==> src/rtl/plab5_mcore_dma_arbiter.sv <==
// Round-robin arbiter that serializes N core DMA requesters onto one checker path.
// Optional: PLAB5_MCORE_DMA_ARB_DOMAIN_PRIO_EN gives domain-1 requesters priority in IDLE.
module plab5_mcore_dma_arbiter #(
  parameter int p_num_cores   = 4,
  parameter int p_addr_nbits  = 32,
  parameter int p_ctrl_nbits  = 47,
  parameter int p_rctrl_nbits = 15
) (
  input  logic                                  clk,
  input  logic                                  reset,
  input  logic [p_num_cores-1:0]                req_val,
  output logic [p_num_cores-1:0]                req_rdy,
  input  logic [p_num_cores-1:0]                req_domain,
  input  logic [p_num_cores*p_addr_nbits-1:0]   req_src_addr,
  input  logic [p_num_cores*p_addr_nbits-1:0]   req_dest_addr,
  input  logic [p_num_cores*p_ctrl_nbits-1:0]   req_control,
  output logic [p_num_cores-1:0]                resp_val,
  output logic                                  resp_domain,
  output logic [p_rctrl_nbits-1:0]              resp_control,
  output logic                                  chk_val,
  input  logic                                  chk_rdy,
  output logic                                  chk_domain,
  output logic [p_addr_nbits-1:0]               chk_src_addr,
  output logic [p_addr_nbits-1:0]               chk_dest_addr,
  output logic [p_ctrl_nbits-1:0]               chk_req_control,
  input  logic                                  chk_ack,
  input  logic                                  chk_resp_domain,
  input  logic [p_rctrl_nbits-1:0]              chk_resp_control
);
  localparam int PW = $clog2(p_num_cores);

  typedef enum logic [1:0] {IDLE = 2'd0, ISSUE = 2'd1, WAIT = 2'd2, RESP = 2'd3} state_t;
  state_t state, state_nxt;

  logic [PW-1:0]            rr_ptr, grant_idx, win_idx;
  logic                     win_found;
  logic [PW:0]              idx;
  logic [p_num_cores-1:0]   cand;
  logic                     dom_r, resp_dom_r;
  logic [p_addr_nbits-1:0]  src_r, dest_r;
  logic [p_ctrl_nbits-1:0]  ctrl_r;
  logic [p_rctrl_nbits-1:0] resp_ctrl_r;

  always_comb begin
`ifdef PLAB5_MCORE_DMA_ARB_DOMAIN_PRIO_EN
    cand = (|(req_val & req_domain)) ? (req_val & req_domain) : req_val;
`else
    cand = req_val;
`endif
  end

  // Scan candidates starting at rr_ptr, wrapping modulo N.
  always_comb begin
    win_found = 1'b0;
    win_idx   = '0;
    idx       = '0;
    for (int k = 0; k < p_num_cores; k++) begin
      idx = {1'b0, rr_ptr} + (PW+1)'(k);
      if (idx >= (PW+1)'(p_num_cores)) idx = idx - (PW+1)'(p_num_cores);
      if (!win_found && cand[idx[PW-1:0]]) begin
        win_found = 1'b1;
        win_idx   = idx[PW-1:0];
      end
    end
  end

  always_ff @(posedge clk) begin
    if (reset) state <= IDLE;
    else       state <= state_nxt;
  end

  always_comb begin
    state_nxt = state;
    case (state)
      IDLE:    if (win_found) state_nxt = ISSUE;
      ISSUE:   if (chk_rdy)   state_nxt = WAIT;
      WAIT:    if (chk_ack)   state_nxt = RESP;
      RESP:                   state_nxt = IDLE;
      default:                state_nxt = IDLE;
    endcase
  end

  always_ff @(posedge clk) begin
    if (reset) begin
      rr_ptr      <= '0;
      grant_idx   <= '0;
      dom_r       <= 1'b0;
      src_r       <= '0;
      dest_r      <= '0;
      ctrl_r      <= '0;
      resp_dom_r  <= 1'b0;
      resp_ctrl_r <= '0;
    end else begin
      case (state)
        IDLE: if (win_found) begin
          grant_idx <= win_idx;
          dom_r     <= req_domain[win_idx];
          src_r     <= req_src_addr[int'(win_idx)*p_addr_nbits +: p_addr_nbits];
          dest_r    <= req_dest_addr[int'(win_idx)*p_addr_nbits +: p_addr_nbits];
          ctrl_r    <= req_control[int'(win_idx)*p_ctrl_nbits +: p_ctrl_nbits];
        end
        WAIT: if (chk_ack) begin
          resp_dom_r  <= chk_resp_domain;
          resp_ctrl_r <= chk_resp_control;
        end
        RESP: rr_ptr <= (grant_idx == PW'(p_num_cores-1)) ? '0 : grant_idx + 1'b1;
        default: ;
      endcase
    end
  end

  // Payload outputs are gated so they read zero whenever the matching valid is low.
  always_comb begin
    req_rdy = '0;
    if (state == IDLE && win_found) req_rdy[win_idx] = 1'b1;
    resp_val = '0;
    if (state == RESP) resp_val[grant_idx] = 1'b1;
  end

  assign resp_domain     = (state == RESP) & resp_dom_r;
  assign resp_control    = (state == RESP) ? resp_ctrl_r : '0;
  assign chk_val         = (state == ISSUE);
  assign chk_domain      = chk_val & dom_r;
  assign chk_src_addr    = chk_val ? src_r  : '0;
  assign chk_dest_addr   = chk_val ? dest_r : '0;
  assign chk_req_control = chk_val ? ctrl_r : '0;
endmodule
==> config.mk <==
export PLATFORM = sky130hd
export DESIGN_NAME = plab5_mcore_dma_arbiter
export DESIGN_NICKNAME = d
export VERILOG_FILES = /design/src/rtl/plab5_mcore_dma_arbiter.sv
export SDC_FILE = /design/constraint.sdc
export NUM_CORES = 1
export LEC_CHECK = 0
export CAP_MARGIN = 10
export CORE_AREA = 3 3 234 236
export CTS_BUF_LIST = sky130_fd_sc_hd__clkbuf_8 sky130_fd_sc_hd__clkbuf_16
export DETAILED_ROUTE_END_ITERATION = 12
export DIE_AREA = 0 0 237 239
export DONT_BUFFER_PORTS = 1
export GPL_TIMING_DRIVEN = 0
export HOLD_SLACK_MARGIN = 0.05
export PLACE_DENSITY_LB_ADDON = 0.3
export SYNTH_ARGS = -nofsm -noshare
export SYNTH_HDL_FRONTEND = slang
export SYNTH_SLANG_ARGS = --single-unit
==> constraint.sdc <==
create_clock -name clk -period 2.5 [get_ports clk]
set_clock_uncertainty 0.05 [all_clocks]
set_input_delay 0.5 -clock clk [delete_from_list [all_inputs] [get_ports clk]]
set_output_delay 0.5 -clock clk [all_outputs]
set_load 0.01 [all_outputs]
* After elaboration in Yosys (flattened, before gate mapping) *
Index checks and enable logic that the tools add are counted.

operators by class
  div/mod/pow operators = 0
  add/sub/neg operators = 8
  shifts and indexed selects = 3
  reductions and logical operators = 13
  order comparisons = 12
  bitwise operators = 2
  equal/unequal tests = 7
  multiplexer cells = 37
  multiply operators = 1

operators by type and width
  cell                 count
  $shiftx 128x8->32    2
  $shiftx 188x9->47    1
  $mux 32              2
  $mux 47              1
  $mux 2               12
  $lt 2x3->1 const B   6
  $mux 15              1
  $mux 1               11
  $bmux 1 s2           5
  $ge 3x3->1 const B   3
  $mul 2x6->8 const B  1
  $mux 4               2
  $pmux 2 s4           1
  $sub 2x1->2 const B  4
  $add 2x2->3 const B  2
  $eq 2x2->1 const B   3
  $logic_and 1x1->1    6
  $demux 1 s2          2
  $ge 2x1->1 const B   2
  $ne 2x2->1 const B   2
  $reduce_and 2->1     2
  $add 2x1->3 const B  1
  $ge 2x3->1 const B   1
  $logic_not 1->1      3
  6 further kinds      7

storage, ports and cells
  logic and storage cells = 92
  latch bits = 0
  output and inout bits = 137
  bits in read-only memories = 0
  bits of input ports = 472
  memories kept = 0
  register bits = 134
  bits in writable memories = 0

* Longest topological paths before layout *
Gate-level depths: netlist of run 1.

  word-level depth = 19
  gate-level depth with buffers = 9
  gate-level depth less buffers = 6

* Worst setup path before layout of run 1 *
OpenSTA, ideal clock, no wires.

  kind = input to output
  from = input req_val[3]
  to = output req_rdy[1]
  setup slack = 69 ps
  buffers on the path = 4
  data required time = 1950 ps
  data arrival time = 1881 ps
  stages on the path = 8
  cell sequence = inv_2 a221o_1 buf_2 and2_1 buf_2 buf_6 buf_6 nor3_1

on the way
  longest elaborated chain between the ends = 17
  elaborated cells between the ends (all ways) = 29
  those cells by class = 2 x order compare; 19 x mux; 8 x reduce/logical

RTL lines
  element                                                         RTL line  RTL
  start: declaration                                              11        input logic [p_num_cores-1:0] req_val,
  $bmux 1 s2                                                      60        if (!win_found && cand[idx[PW-1:0]]) begin
  $mux 1 (implied by the code)                                    60
  $mux 1                                                          60
  $logic_not 1->1                                                 60
  $logic_and 1x1->1                                               60
  $mux 1                                                          60
  $logic_not 1->1                                                 60
  $logic_and 1x1->1                                               60
  $mux 1                                                          60
  $logic_not 1->1                                                 60
  $logic_and 1x1->1                                               60
  $mux 2                                                          60
  $lt 2x3->1 (implied by the code) or $ge 2x1->1 (tied branches)  115       if (state == IDLE && win_found) req_rdy[win_idx] = 1'b1;
  $logic_and 1x1->1 (implied by the code)                         115
  $mux 1 (implied by the code)                                    115
  $demux 1 s2                                                     115
  $mux 4 *                                                        115
  end: declaration                                                12        output logic [p_num_cores-1:0] req_rdy,

Mark *: on every way between the ends. The rest lies on a longest branch, timed or not. The select of a mux whose other input is x is not followed.

* Worst setup path in the final report of run 1 *
  from = register rr_ptr[1]
  to = output req_rdy[3]

on the way
  longest elaborated chain between the ends = 19
  elaborated cells between the ends (all ways) = 44
  those cells by class = 7 x add/sub; 6 x order compare; 23 x mux; 8 x reduce/logical

RTL lines
  element                                               RTL line  RTL
  start: declaration                                    35        logic [PW-1:0] rr_ptr, grant_idx, win_idx;
  start signal: assignment                              106       RESP: rr_ptr <= (grant_idx == PW'(p_num_cores-1)) ? '0 : grant_idx + 1'b1;
  branches (longest 18 deep; another with $add 2x1->3)  -
  $mux 4 *                                              115

Every way passes the cells marked *. The select of a mux whose other input is x is not followed.

==> results of run 1 <==
cells in the final DEF (no fill, tap or decap), drive strengths merged:
master	synthesis	routed
and2	135	135
and3	113	113
o21ai	114	114
nor3b	1	1
o211ai	112	112
buf	34	55
nor4	1	1
and2b	1	1
mux2i	114	114
clkinv	0	4
a211oi	1	1
clkinvlp	0	3
a222oi	1	1
dlymetal6s2s	4	4
nor2	9	9
a221o	2	2
dlygate4sd1	1	1
bufinv	0	3
inv	9	12
dlygate4sd3	0	1
or3	1	1
clkbuf	79	102
ha	8	8
o21bai	1	1
a21boi	112	112
a2111oi	1	1
nand2b	2	2
diode	0	13
dfxtp	134	134
nand2	147	147
a21oi	23	23
nor3	1	1
clkdlybuf4s15	1	1
worst min path at each step:
stage | start | endpoint | slack (ns) | depth (start not counted)
after global routing | chk_resp_control[11] | resp_ctrl_r[11] | 0.09 | 2
after CTS | chk_resp_control[4] | resp_ctrl_r[4] | 0.06 | 2
after global placement | resp_ctrl_r[4] | resp_ctrl_r[4] | 0.39 | 2
after detailed placement | resp_ctrl_r[3] | resp_ctrl_r[3] | 0.39 | 2
final | chk_resp_control[4] | resp_ctrl_r[4] | 0.12 | 2
after floorplan | resp_ctrl_r[0] | resp_ctrl_r[0] | 0.38 | 2
cell type report:
cell class / count / share of cell area [%]
tap: 688 / 7.35
sequential: 134 / 22.9
antenna: 13 / 0.278
clock buffer: 19 / 3.87
multi-input combinational: 900 / 52.5
inverter: 9 / 0.288
buffer: 113 / 8.03
timing repair buffer: 32 / 3.33
clock inverter: 13 / 1.45
state kept, by name, indices dropped and copies added (netlist names), 2 cells and up:
signal / cells
ctrl_r: 47
dest_r: 32
state: 2
grant_idx: 2
resp_ctrl_r: 15
rr_ptr: 2
src_r: 32
stage by stage:
stage                     setup TNS [ns]  std cells  hold slack (ns)  utilization, %  instance area, um2
final                             -0.249       1921            0.117            22.3               11700
after global routing              -0.719       1917           0.0876            22.2               11700
after CTS                          -1.29       1910           0.0559            22.2               11700
after detailed placement         -187.32       1852            0.392            19.4               10200
after global placement           -196.31       1851            0.390            19.3               10200
after floorplan                        0       1163            0.382               -                9320
metal layers:
| layer | track usage, % | vias up | part of all wire [%] |
|---|---|---|---|
| li1 | - | 4235 | - |
| met4 | 10.2 | 4 | 5.6 |
| met5 | 0 | - | 0.051 |
| met2 | 30.6 | 538 | 49 |
| met1 | 19.3 | 4376 | 37 |
| met3 | 5.47 | 122 | 8.0 |
power by group through the flow:
stage,sequential [mW],combinational [mW],clock [mW]
after CTS,3.14,4.99,2.87
after floorplan,3.03,2.54,0
after global placement,3.13,3.89,0
after global routing,3.22,5.23,2.94
after detailed placement,3.16,3.93,0
final,3.16,4.81,2.75
cell usage after synthesis (2+ instances only):
master and count:
mux2i_1 114, dfxtp_1 134, nand2b_1 2, clkbuf_8 4, buf_6 13, o21ai_0 110, clkbuf_4 2, inv_1 7
o21ai_1 4, and3_1 104, nor2_1 9, dlymetal6s2s_1 4, nand2_1 147, a21boi_0 112, clkbuf_1 73, a21oi_1 23
and2_1 135, buf_2 17, a221o_1 2, inv_2 2, o211ai_2 4, buf_12 2, ha_1 8, o211ai_1 108
and3_2 9
worst register-to-register path: cells and delay by family (launching register included):
family / cells / cell delay [ns]
AO/OA/AOI/OAI: 5 / 1.23
buffers and inverters: 4 / 0.79
flip-flops: 1 / 0.34
kinds of logic (layout without fill, tap and decap cells):
| group | after synthesis | count (layout) | share of synthesized area [%] |
|---|---|---|---|
| other | 0 | 13 | 0 |
| flip-flops | 134 | 134 | 28.8 |
| adder cells (fa/ha/maj) | 8 | 8 | 1.07 |
| AO/OA/AOI/OAI | 367 | 367 | 26.3 |
| AND/OR/NAND/NOR | 411 | 411 | 23.6 |
| multiplexers | 114 | 114 | 12.2 |
| buffers and inverters | 129 | 186 | 8.05 |
what timing repair did:
item,CTS,global route
cloned,6,0
hold buffers,1,0
endpoints found under the hold margin,1,0
buffers inserted,22,2
gates resized for setup,175,44
setup endpoints to repair,229,131
pin swaps,20,0
==> results.cfg, run 1 <==
[outcome]
outcome = finished, violations left
violations = setup timing

[sta]
fmax_mhz = 387
final.min_clock_period_ns = 2.59
max_slew.worst_pin.slew_ns = 0.750
hold_viol = 0
slew_headroom_pct = 49.9
final-setup-viol-count = 4
setup_slack_ns = -0.0862
rsz0062_at_grt = true
fin_crit_sh_pct = 103
slew_viol_final = 0

[pwr]
clkPwrFrac_pct = 25.7
pwr-share-comb_pct = 44.9
power_frac_seq_pct = 29.5
ir_drop_mv = 0.491
netSwitchingFraction_pct = 39.9
p_int_mw = 6.44
p_per_area_nw_per_um2 = 914
power.leakage_nw = 4.84
p_switching_mw = 4.28
total_power_mw = 10.7

[worst_setup_path]
crit_end = req_rdy[3]
setup.worst_path.start_class = flop
cp_common_cell = clkbuf_16
r2r-end = ctrl_r[31]
cp.required_ns = 1.95
cp.depth = 7
cpMaxStageDelayCell = dfxtp_2
crit_start = rr_ptr[1]
crit_family = compound AO/OA/AOI/OAI gates
cp_cell_sequence = o21bai_1 > a221o_1 > buf_12 > clkbuf_16 > clkbuf_16 > a21oi_4 > and2_4
rr_worst_depth = 9
r2r_start = rr_ptr[1]
crit_path_end_kind = output port
crit_buf_inv = 3
slowest_delay_ns = 0.34
worst-path-max-fanout = 4
r2r_slack_ns = 0.05
worstPathArrival_ns = 2.04
criticalPathCategory = reg -> out

[floorplan]
die_x_um = 237
num_rows = 84
core_area_um2 = 52700
dieArea_um2 = 56600
dieHeight_um = 239
start_util_pct = 17.7
num_io_pins = 609

[placement]
post-place-ws_ns = -1.74
port-buffer-count = 0
dp_hpwl_mm = 40.6
place_congestion = 0.925

[synthesis]
yosysUniqueCellTypes = 39
ys.flop_type = dfxtp_1
yosysWarnings = 0
syn_avg_cell_area_um2 = 8.01
post_synth_inst_count = 1163
synth.area.top_cells = dfxtp_1 29%, mux2i_1 12%, and2_1 9.1%
synth_nets = 1643
synth_edf_count = 0
synthesis.area_um2 = 9320
yosysSeqAreaShare_pct = 28.8
synth-async-reset-ratio_pct = 0
yosys.area.top_type = dfxtp_1
synth_top_area_share_pct = 28.8
synth-seq-cells = 134

[finish]
drive_gt1_share_pct = 19.3
syn_to_final_growth_pct = 25.8
multi_input_area_um2 = 6150
seq_area_um2 = 2690
nNetsFinal = 1687
n_fill_cell = 5901

[route]
totalWireLength_mm = 52.7
routed-via-count = 9275
ant_nets = 0
drt_iter0_markers = 494
drc_errors = 0
routedWlPerCell_um = 27.4
viasPerCell = 4.83
drtPass1Iterations = 5

[global_routing]
gr-total-overflow = 0
grt.total_usage_pct = 17.8
antenna_found_initial = 17
grt_max_degree = 17
grt_pass1_wl_mm = 71.0
grt_pass1_vias = 9706

[clock_tree]
clk_pin_slew_ns = 0.07
clkLatencyLatePin_ns = 0.47
cts_made_buffers = 17
clock-sinks = 134
htree_num_levels = 4
cts_buffer_depth = 2
cts_tree = done
clockRootBuffer = clkbuf_16

[hold_path]
hold_path_class = in -> reg

[job]
maxCapViolCount = 0
(Power assumes the default switching activity.)
==> run 2, diff against run 1 <==
--- a/config.mk
+++ b/config.mk
@@ -12,8 +12,8 @@
 export DIE_AREA = 0 0 237 239
 export DONT_BUFFER_PORTS = 1
 export GPL_TIMING_DRIVEN = 0
-export HOLD_SLACK_MARGIN = 0.05
 export PLACE_DENSITY_LB_ADDON = 0.3
+export RECOVER_POWER = 50
 export SYNTH_ARGS = -nofsm -noshare
 export SYNTH_HDL_FRONTEND = slang
 export SYNTH_SLANG_ARGS = --single-unit
==> run 2 against run 1 <==
The run still ends with setup timing left. Wire length decreased by 0.14%. Worst setup slack better by 0.0038 ns. Critical path type unchanged. Largest cell class unchanged. Global-route usage is essentially flat.
==> results.cfg, run 2 (synthesis results as in run 1) <==
[outcome]
outcome = finished, violations left
violations = setup timing

[pwr]
p_switching_mw = 4.28
p_int_mw = 6.43
clkPwrFrac_pct = 25.7
netSwitchingFraction_pct = 40.0
power.leakage_nw = 4.83
pwr-share-comb_pct = 44.8
p_per_area_nw_per_um2 = 915
ir_drop_mv = 0.489
power_frac_seq_pct = 29.4

[floorplan]
num_rows = 84
dieHeight_um = 239
start_util_pct = 17.7
num_io_pins = 609
die_x_um = 237
dieArea_um2 = 56600
core_area_um2 = 52700

[route]
drc_errors = 0
ant_nets = 0
routedWlPerCell_um = 27.4
totalWireLength_mm = 52.6
drtPass1Iterations = 5
routed-via-count = 9243
viasPerCell = 4.81
drt_iter0_markers = 465

[finish]
drive_gt1_share_pct = 19.1
nNetsFinal = 1686
n_fill_cell = 5903
multi_input_area_um2 = 6150
final_cell_mix = 147 x nand2_1, 132 x dfxtp_1, 113 x mux2i_1
top_register = ctrl_r
reg.largest.list = ctrl_r (47), dest_r (32), src_r (32)
syn_to_final_growth_pct = 25.7
largest_register_ffs = 47
final_common_cell = nand2_1
seq_area_um2 = 2690
final_cell_area_um2 = 11700

[sta]
rsz0062_at_grt = true
max_slew.worst_pin.slew_ns = 0.745
setup_slack_ns = -0.0824
fmax_mhz = 387
final.min_clock_period_ns = 2.58
final-setup-viol-count = 4
hold_viol = 0
slew_viol_final = 0
fin_crit_sh_pct = 103
slew_headroom_pct = 50.3

[clock_tree]
clk_pin_slew_ns = 0.07
cts_tree = done
cts_made_buffers = 17
clkLatencyLatePin_ns = 0.47
htree_num_levels = 4
ctsHoldBuffers = 0
clockRootBuffer = clkbuf_16
cts_buffer_depth = 2
clock-sinks = 134

[global_routing]
grt_max_degree = 17
grt_pass1_vias = 9694
gr-total-overflow = 0
antenna_found_initial = 17
grt.total_usage_pct = 17.8
grt_pass1_wl_mm = 71.0

[worst_setup_path]
cp_common_cell = clkbuf_16
worstPathArrival_ns = 2.03
criticalPathCategory = reg -> out
setup.worst_path.start_class = flop
slowest_delay_ns = 0.34
cpMaxStageDelayCell = dfxtp_2
cp_cell_sequence = o21bai_1 > a221o_1 > buf_12 > clkbuf_16 > clkbuf_16 > a21oi_4 > and2_4
crit_path_end_kind = output port
worst-path-max-fanout = 4
cp.required_ns = 1.95

[placement]
post-place-ws_ns = -1.74
port-buffer-count = 0
place_area_um2 = 10200
place_congestion = 0.925
dp_hpwl_mm = 40.6

[hold_path]
hold_path_class = in -> reg

[job]
maxCapViolCount = 0
==> run 2: worst max-delay path, delay by kind of cell, from the launching register on <==
family                 cells  cell delay, ns
AO/OA/AOI/OAI              3            0.57
flip-flops                 1            0.34
AND/OR/NAND/NOR            1            0.18
buffers and inverters      3            0.47
==> run 2: layout make-up <==
class                      instances  share of cell area (%)
antenna                           15                   0.321
buffer                           113                    8.04
clock buffer                      19                    3.87
clock inverter                    13                    1.45
inverter                           9                   0.289
multi-input combinational        900                    52.5
sequential                       134                    22.9
tap                              688                    7.35
timing repair buffer              31                    3.22
==> run 2: repair_timing <==
item | 4_1_cts | 5_1_grt
setup endpoints to repair | 229 | 131
setup buffers | 22 | 2
gates cloned | 6 | 0
pin swaps | 20 | 0
endpoints found under the hold margin | 0 | 0
resized for setup | 175 | 44
==> run 2: layer usage <==
layer	up-vias	wire [um]	GRT usage [%]
met1	4353	19700	19.3
met4	4	3100	10.2
li1	4234	-	-
met3	128	4020	5.47
met5	-	27	0
met2	524	25700	30.6
==> run 2: worst paths after layout <==
kind / from / to / slack, ns / depth (start not counted)
setup / recovery: rr_ptr[1] / req_rdy[3] / -0.08 / 7
setup reg to reg: rr_ptr[1] / ctrl_r[31] / 0.02 / 9
hold reg to reg: resp_ctrl_r[9] / resp_ctrl_r[9] / 0.40 / 2
hold / removal: chk_resp_control[3] / resp_ctrl_r[3] / 0.11 / 2
==> run 2: metrics by stage <==
step | TNS, ns | utilization (%) | total power [mW] | cells | hold WS (ns)
final | -0.245 | 22.2 | 10.7 | 1922 | 0.112
after detailed placement | -187.32 | 19.4 | 7.09 | 1852 | 0.392
after global routing | -4.67 | 22.2 | 11.4 | 1916 | 0.0778
after CTS | -1.29 | 22.2 | 11.0 | 1909 | 0.0495
after global placement | -196.31 | 19.3 | 7.03 | 1851 | 0.390
after floorplan | 0 | - | 5.56 | 1163 | 0.382
==> run 2: power by group through the flow <==
| stage | clock [mW] | combinational, mW | sequential, mW |
|---|---|---|---|
| after floorplan | 0 | 2.54 | 3.03 |
| after global placement | 0 | 3.89 | 3.13 |
| after detailed placement | 0 | 3.93 | 3.16 |
| after CTS | 2.87 | 4.99 | 3.14 |
| after global routing | 2.94 | 5.22 | 3.22 |
| final | 2.75 | 4.80 | 3.15 |
==> run 3, diff against run 2 <==
==> constraint.sdc (replaced) <==
create_clock -name clk -period 2.5 [get_ports clk]
set_clock_uncertainty 0.05 [all_clocks]
set_input_delay 0.5 -clock clk [delete_from_list [all_inputs] [get_ports clk]]
set_output_delay 0.5 -clock clk [all_outputs]
set_load 0.1 [all_outputs]
==> run 3 against run 2 <==
The run still ends with setup timing left. Maximum frequency decreased by 17%. Count of clock-buffer cells in the layout increased by 2. Combinational power increased by 68%. Clock power decreased by 8.4%.
==> results.cfg, run 3 (synthesis results as in run 1) <==
[finish]
top_register = ctrl_r
multi_input_area_um2 = 6360
n_fill_cell = 5828
final_common_cell = nand2_1
seq_area_um2 = 2690
final_cell_mix = 147 x nand2_1, 134 x and2_4, 131 x dfxtp_1
nNetsFinal = 1705
instances_no_fill = 1935
reg.largest.list = ctrl_r (47), dest_r (32), src_r (32)
drive_gt1_share_pct = 26.7
syn_to_final_growth_pct = 31.4
largest_register_ffs = 47

[route]
drtPass1Iterations = 5
totalWireLength_mm = 51.1
drt_iter0_markers = 382
ant_nets = 0
viasPerCell = 4.81
routed-via-count = 9300
drc_errors = 0
routedWlPerCell_um = 26.4

[sta]
hold_viol = 0
final-setup-viol-count = 116
fin_setup_tns_ns = -38.96
setup_slack_ns = -0.594
fmax_mhz = 323
final.min_clock_period_ns = 3.09
max_slew.worst_pin.slew_ns = 1.11
slew_headroom_pct = 25.7
slew_viol_final = 0
fin_crit_sh_pct = 124
rsz0062_at_grt = true

[pwr]
p_per_area_nw_per_um2 = 1120
p_switching_mw = 6.73
ir_drop_mv = 0.486
power.leakage_nw = 5.10
clkPwrFrac_pct = 18.3
pwr-share-comb_pct = 58.7
total_power_mw = 13.7
netSwitchingFraction_pct = 48.9
power_frac_seq_pct = 23.0
p_int_mw = 7.02

[worst_setup_path]
slowest_delay_ns = 0.85
setup.worst_path.start_class = flop
criticalPathCategory = reg -> out
worst-path-max-fanout = 5
cp_cell_sequence = o21bai_1 > a221o_2 > and2_4 > buf_12 > nor3_4
crit_path_end_kind = output port
rr_worst_depth = 8
worstPathArrival_ns = 2.54
cpMaxStageDelayCell = nor3_4
cp.required_ns = 1.95

[placement]
place_congestion = 0.907
dpl.cell_count = 1852
dp_hpwl_mm = 38.9
port-buffer-count = 0

[floorplan]
num_rows = 84
dieHeight_um = 239
core_area_um2 = 52700
dieArea_um2 = 56600
num_io_pins = 609
die_x_um = 237
start_util_pct = 17.7

[job]
maxCapViolCount = 0

[clock_tree]
clockRootBuffer = clkbuf_16
htree_num_levels = 4
cts_buffer_depth = 2
cts_made_buffers = 17
cts_tree = done
ctsHoldBuffers = 0
clkLatencyLatePin_ns = 0.46
clock-sinks = 134
clk_pin_slew_ns = 0.06

[global_routing]
gr-total-overflow = 0
grt_pass1_vias = 9531
antenna_found_initial = 16
grt_max_degree = 17
grt.total_usage_pct = 17.3
grt_pass1_wl_mm = 69.9

[hold_path]
hold_path_class = in -> reg
hold_depth = 2

[outcome]
violations = setup timing
outcome = finished, violations left
[run 3: layout make-up]
| class | instances | share of cell area, % |
|---|---|---|
| antenna | 9 | 0.184 |
| buffer | 115 | 8.65 |
| clock buffer | 21 | 3.93 |
| clock inverter | 11 | 0.685 |
| inverter | 9 | 0.317 |
| multi-input combinational | 900 | 52.0 |
| sequential | 134 | 22.0 |
| tap | 688 | 7.04 |
| timing repair buffer | 48 | 5.21 |
[run 3: repair_timing]
| item | in CTS | in global routing |
|---|---|---|
| pin swaps | 75 | 5 |
| gates cloned | 10 | 1 |
| resized for setup | 343 | 73 |
| endpoints found under the setup margin | 249 | 223 |
| setup buffers | 33 | 6 |
[run 3: final timing paths]
check | endpoint | startpoint | slack, ns
worst max-delay path | req_rdy[1] | rr_ptr[1] | -0.59
worst min-delay path | resp_ctrl_r[4] | chk_resp_control[4] | 0.11
worst max register to register | ctrl_r[21] | state[0] | 0.06
worst min register to register | resp_ctrl_r[4] | resp_ctrl_r[4] | 0.40
[run 3: metrics by stage]
step                utilization (%)  hold WS, ns  cell area [um2]  setup slack (ns)
floorplan                         -        0.382             9490            -0.291
global placement               19.6        0.392            10300             -1.45
detailed placement             19.7        0.392            10400             -1.45
CTS                            23.1       0.0492            12200            -0.802
global route                   23.2       0.0825            12200            -0.643
finish                         23.2        0.115            12200            -0.594
[run 3: critical path: cells and delay by family, from the launching register on]
kind / cells / cell delay [ns]
AND/OR/NAND/NOR: 2 / 1.04
AO/OA/AOI/OAI: 2 / 0.53
buffers and inverters: 1 / 0.13
flip-flops: 1 / 0.36
[run 3: layer usage]
metal	wire length, um	vias to the layer above	global-route usage, %
met3	3510	76	4.91
met4	1910	0	6.76
met5	0	-	0
li1	-	4270	-
met2	25300	492	30.2
met1	20400	4462	19.8
[run 3: power groups by stage]
stage / logic (mW) / clock network [mW] / registers [mW]
6_report: 8.07 / 2.52 / 3.16
5_1_grt: 8.51 / 2.70 / 3.23
4_1_cts: 8.06 / 2.64 / 3.15
3_5_place_dp: 6.32 / 0 / 3.14
3_3_place_gp: 6.29 / 0 / 3.12
2_1_floorplan: 4.99 / 0 / 3.03
